[src/rtl/serial_adder_nbit.sv]
// ---------------------------------------------------------------------------
// serial_adder_nbit
//
// Bit-serial unsigned adder. One full-adder cell plus a carry flip-flop is
// reused over WIDTH clocks. The operands and the carry-in are captured on an
// accepted start and processed LSB-first, one bit per clock. The N-bit sum
// and the carry-out are presented together with a one-cycle done pulse.
//
// Parameters
//   WIDTH   operand/sum width in bits (>= 2), default 8
//
// Ports
//   clk     in   1      rising-edge clock
//   rst_n   in   1      asynchronous active-low reset
//   start   in   1      request, sampled at a rising edge when not busy
//   a       in   WIDTH  operand A, captured on an accepted start
//   b       in   WIDTH  operand B, captured on an accepted start
//   cin     in   1      carry-in, captured on an accepted start
//   busy    out  1      high while bits are being processed
//   done    out  1      one-cycle pulse, sum/cout valid
//   sum     out  WIDTH  result, held until the next result is ready
//   cout    out  1      final carry, held with sum
//   ovf     out  1      two's-complement overflow (only with the macro below)
//
// Build option
//   SERIAL_ADDER_OVF_EN  adds the ovf output. It is the carry into the MSB
//                        XOR the carry out of the MSB, registered together
//                        with sum when the result is ready.
//
// State table
//   state | meaning
//   IDLE  | waiting for start, busy=0, done=0
//   SHIFT | one result bit per clock, busy=1
//   DONE  | result valid, done=1 for one cycle, start accepted again
// ---------------------------------------------------------------------------
module serial_adder_nbit #(
    parameter int WIDTH = 8
) (
    input  logic             clk,
    input  logic             rst_n,
    input  logic             start,
    input  logic [WIDTH-1:0] a,
    input  logic [WIDTH-1:0] b,
    input  logic             cin,
    output logic             busy,
    output logic             done,
    output logic [WIDTH-1:0] sum,
    output logic             cout
`ifdef SERIAL_ADDER_OVF_EN
    ,
    output logic             ovf
`endif
);

    localparam int CW = (WIDTH > 1) ? $clog2(WIDTH) : 1;
    localparam logic [CW-1:0] LAST = CW'(WIDTH - 1);

    typedef enum logic [1:0] {
        IDLE  = 2'd0,
        SHIFT = 2'd1,
        DONE  = 2'd2
    } state_t;

    state_t           state_q;
    logic [WIDTH-1:0] a_q;
    logic [WIDTH-1:0] b_q;
    logic [WIDTH-1:0] sh_q;     // partial sum, filled from the MSB side
    logic             carry_q;
    logic [CW-1:0]    cnt_q;
    logic [WIDTH-1:0] sum_q;
    logic             cout_q;
    logic             busy_q;
    logic             done_q;
`ifdef SERIAL_ADDER_OVF_EN
    logic             ovf_q;
`endif

    logic             s_bit;
    logic             carry_d;
    logic [WIDTH-1:0] sh_d;
    logic             accept;
    logic             last_bit;

    // Full-adder cell on the current LSBs of the operand shift registers.
    always_comb begin
        s_bit    = a_q[0] ^ b_q[0] ^ carry_q;
        carry_d  = (a_q[0] & b_q[0]) | (a_q[0] & carry_q) | (b_q[0] & carry_q);
        sh_d     = {s_bit, sh_q[WIDTH-1:1]};
        accept   = start && (state_q != SHIFT);
        last_bit = (cnt_q == LAST);
    end

    always_ff @(posedge clk or negedge rst_n) begin
        if (!rst_n) begin
            state_q <= IDLE;
            a_q     <= '0;
            b_q     <= '0;
            sh_q    <= '0;
            carry_q <= 1'b0;
            cnt_q   <= '0;
            sum_q   <= '0;
            cout_q  <= 1'b0;
            busy_q  <= 1'b0;
            done_q  <= 1'b0;
`ifdef SERIAL_ADDER_OVF_EN
            ovf_q   <= 1'b0;
`endif
        end else begin
            done_q <= 1'b0;
            if (accept) begin
                // Accepted from IDLE or directly from DONE (back-to-back).
                state_q <= SHIFT;
                a_q     <= a;
                b_q     <= b;
                sh_q    <= '0;
                carry_q <= cin;
                cnt_q   <= '0;
                busy_q  <= 1'b1;
            end else begin
                case (state_q)
                    SHIFT: begin
                        a_q     <= a_q >> 1;
                        b_q     <= b_q >> 1;
                        sh_q    <= sh_d;
                        carry_q <= carry_d;
                        cnt_q   <= cnt_q + CW'(1);
                        if (last_bit) begin
                            // The visible result registers only change here,
                            // so partial sums never reach the outputs.
                            state_q <= DONE;
                            busy_q  <= 1'b0;
                            done_q  <= 1'b1;
                            sum_q   <= sh_d;
                            cout_q  <= carry_d;
`ifdef SERIAL_ADDER_OVF_EN
                            // carry_q is still the carry into the MSB here.
                            ovf_q   <= carry_q ^ carry_d;
`endif
                        end
                    end
                    DONE: begin
                        state_q <= IDLE;
                    end
                    IDLE: begin
                        state_q <= IDLE;
                    end
                    default: begin
                        state_q <= IDLE;
                        busy_q  <= 1'b0;
                    end
                endcase
            end
        end
    end

    assign busy = busy_q;
    assign done = done_q;
    assign sum  = sum_q;
    assign cout = cout_q;
`ifdef SERIAL_ADDER_OVF_EN
    assign ovf  = ovf_q;
`endif

endmodule
[config.mk]
export PLATFORM = sky130hd
export DESIGN_NAME = serial_adder_nbit
export DESIGN_NICKNAME = d
export VERILOG_FILES = /design/src/rtl/serial_adder_nbit.sv
export SDC_FILE = /design/constraint.sdc
export NUM_CORES = 1
export LEC_CHECK = 0
export ABC_AREA = 1
export BUFFER_PORTS_ARGS = -buffer_cell sky130_fd_sc_hd__buf_2
export CAP_MARGIN = 25
export CORE_MARGIN = 1.5
export CORE_UTILIZATION = 49
export DETAILED_ROUTE_END_ITERATION = 8
export PLACE_DENSITY = 0.83
export SYNTH_ARGS = -nofsm -noshare
export SYNTH_HDL_FRONTEND = slang
export SYNTH_SLANG_ARGS = --single-unit
[constraint.sdc]
create_clock -name clk -period 2.7 [get_ports clk]
set_input_delay 0.135 -clock clk [delete_from_list [all_inputs] [get_ports clk]]
set_output_delay 0.135 -clock clk [all_outputs]
set_load 0.05 [all_outputs]
==> out/qor.yml <==
timing:
  finalSetupViolCount: 0
  max-slew-margin-rel: 0.441
  fin_ws_ns: 1.08
  period_needed_ns: 1.62
  setup_tns_ns: 0
  min_period_over_period: 0.599
  fmax_ghz: 0.619
  grt_setup_unrepaired: "no"
  maxSlewViolCount: 0
  tightest_slew_ns: 0.838
  clock_skew_ns: 0.00520
  hold_violations: 0
grt:
  overflow: 0
  grt_pass1_vias: 1091
  antenna_found_initial: 0
  grt_pass1_wl_um: 4710
  grt_max_degree: 41
  grt_use_total: 0.179
setup_path:
  cp_max_fo: 21
  critical_path_class: "register to register"
  cp.required_ns: 2.93
  r2r.worst_path.cells: 6
  rrSetupSlack_ns: 1.08
  cp-start-kind: "register"
  critPathArrivalTime_ns: 1.84
  end_kind: "register"
  rr_endpoint: "b_q[5]$_DFFE_PN0P_"
  r2r_start: "state_q[0]$_DFFE_PN0P_"
clocking:
  clk_path_buf_depth: 2
  clock-sinks: 40
  cts_tree: "yes"
  clk_pin_slew_ns: 0.10
  cts_made_buffers: 5
  h-tree-depth: 2
  root_buffer: "clkbuf_4"
  clock_latency_ns: 0.34
cells_and_area:
  final_cell_mix: "76 x nand2_1, 40 x dfrtp_1, 30 x buf_2, 15 x nand3_1, 14 x dlygate4sd3_1"
  drive_gt1_frac: 0.191
  fin_nets: 243
  num_antenna_cells: 0
  syn_to_final_growth_pct: 22.2
  final_common_cell: "nand2_1"
detailed_routing:
  num_vias: 1280
  drt_wl_total_um: 2850
  drt_iter0_markers: 54
  wire_per_inst_um: 10.8
  vias_per_cell: 4.85
  postRouteAntennaNets: 0
  drc: 0
  dr.pass1.iters: 4
synth:
  synth.cell_area_um2: 1630
  synth-seq-cells: 40
  syn_inst: 174
  yosysWarnings: 0
  syn_nets: 197
  avgSynthCellArea_um2: 9.35
  ys_seq_area_frac: 0.615
  synth_cell_types: 17
power_and_ir_drop:
  power_leakage_uw: 0.00106
  power_per_cell_area_nw_per_um2: 1100
  vdd_drop_max_uv: 485
die:
  dieHeight_um: 60.6
  initial_core_util: 0.524
  die_x_um: 60.6
  std_cell_rows: 20
  coreArea_um2: 3100
  fp.dieArea_um2: 3670
  io_pins: 31
run:
  cap_violations: 0
placement:
  pre_cts_slack_ns: 1.10
  dp_hpwl_um: 1930
  place_congestion: 0.730
  numPortBuffers: 30
worst_hold_path:
  worstHoldEndpoint: "a_q[5]$_DFFE_PN0P_"
  min_path_cells: 3
  worstHoldStart: "a[5]"
  hold_path.class: "primary input to register"
run_status:
  status: "completed"
## power breakdown
part	total (uW)	leakage, uW	switching [uW]	internal [uW]
sequential	981	0.000520	129	852
clock	268	0.0000281	172	95.9
combinational	935	0.000512	644	292
## sequential cells by signal, indices dropped and copies added (netlist names)
signal	flops
a_q	8
b_q	8
busy	1
carry_q	1
cnt_q	3
cout	1
done	1
sh_q	7
state_q	2
sum	8
## critical path, stage by stage (launching register included)
cell	delay (ns)
dfrtp_1	0.43
inv_2	0.06
nor2_4	0.38
nor2_1	0.28
buf_6	0.22
nand2_1	0.06
nand3_1	0.07
## routing by layer
| metal | global-route usage | part of all wire |
|---|---|---|
| met1 | 0.236 | 0.45 |
| met3 | 0.0704 | 0.047 |
| met4 | 0.0807 | 0.014 |
| met2 | 0.263 | 0.49 |
| met5 | 0 | 0 |
## repair_timing
| action | 4_1_cts | 5_1_grt |
|---|---|---|
| hold buffers | 7 | 7 |
| buffers inserted | 0 | 0 |
| hold endpoints to repair | 46 | 7 |
| gates resized for setup | 0 | 0 |
## cells by family after synthesis
group,Yosys count,synth area share
simple gates,97,0.250
flops,40,0.615
fa+ha+maj,3,0.0277
buf+inv,18,0.0538
compound gates,16,0.0531
## worst max-delay path by stage
stage	startpoint	endpoint	slack (ns)	depth (start not counted)
2_1_floorplan	cnt_q[0]$_DFFE_PN0P_	sum[1]$_DFFE_PN0P_	1.45	5
3_5_place_dp	state_q[0]$_DFFE_PN0P_	b_q[5]$_DFFE_PN0P_	1.10	6
5_1_grt	state_q[0]$_DFFE_PN0P_	b_q[2]$_DFFE_PN0P_	0.95	6
6_report	state_q[0]$_DFFE_PN0P_	b_q[5]$_DFFE_PN0P_	1.08	6
4_1_cts	state_q[0]$_DFFE_PN0P_	b_q[5]$_DFFE_PN0P_	1.09	6
3_3_place_gp	state_q[0]$_DFFE_PN0P_	b_q[6]$_DFFE_PN0P_	0.96	5
## through the flow
| step | instance area [um2] | cells | hold slack [ns] | utilization | power (uW) |
|---|---|---|---|---|---|
| after floorplan | 1630 | 174 | -0.161 | - | 1730 |
| after global routing | 1990 | 264 | 0.0151 | 0.640 | 2360 |
| after detailed placement | 1800 | 243 | 0.275 | 0.580 | 1920 |
| after global placement | 1790 | 242 | 0.285 | 0.577 | 1870 |
| after CTS | 1920 | 257 | 0.000646 | 0.618 | 2190 |
| final | 1990 | 264 | 0.0157 | 0.640 | 2180 |
## cells in the mapped netlist (all sizes together)
| cell | instances | share of area |
|---|---|---|
| buf | 6 | 0.026 |
| nand2 | 77 | 0.18 |
| inv | 12 | 0.028 |
| fa | 1 | 0.012 |
| a21oi | 3 | 0.0092 |
| dfrtp | 40 | 0.62 |
| o21ai | 8 | 0.025 |
| o22ai | 5 | 0.019 |
| nor2 | 4 | 0.018 |
| ha | 2 | 0.015 |
| nand3 | 16 | 0.052 |
## layout make-up
cell class	instances	area (um2)
multi-input combinational	116	538
inverter	12	45.0
clock buffer	6	41.3
fill	259	1120
timing repair buffer	45	302
tap	44	55.1
sequential	40	1000
clock inverter	1	5.00
(Power assumes the default switching activity.)
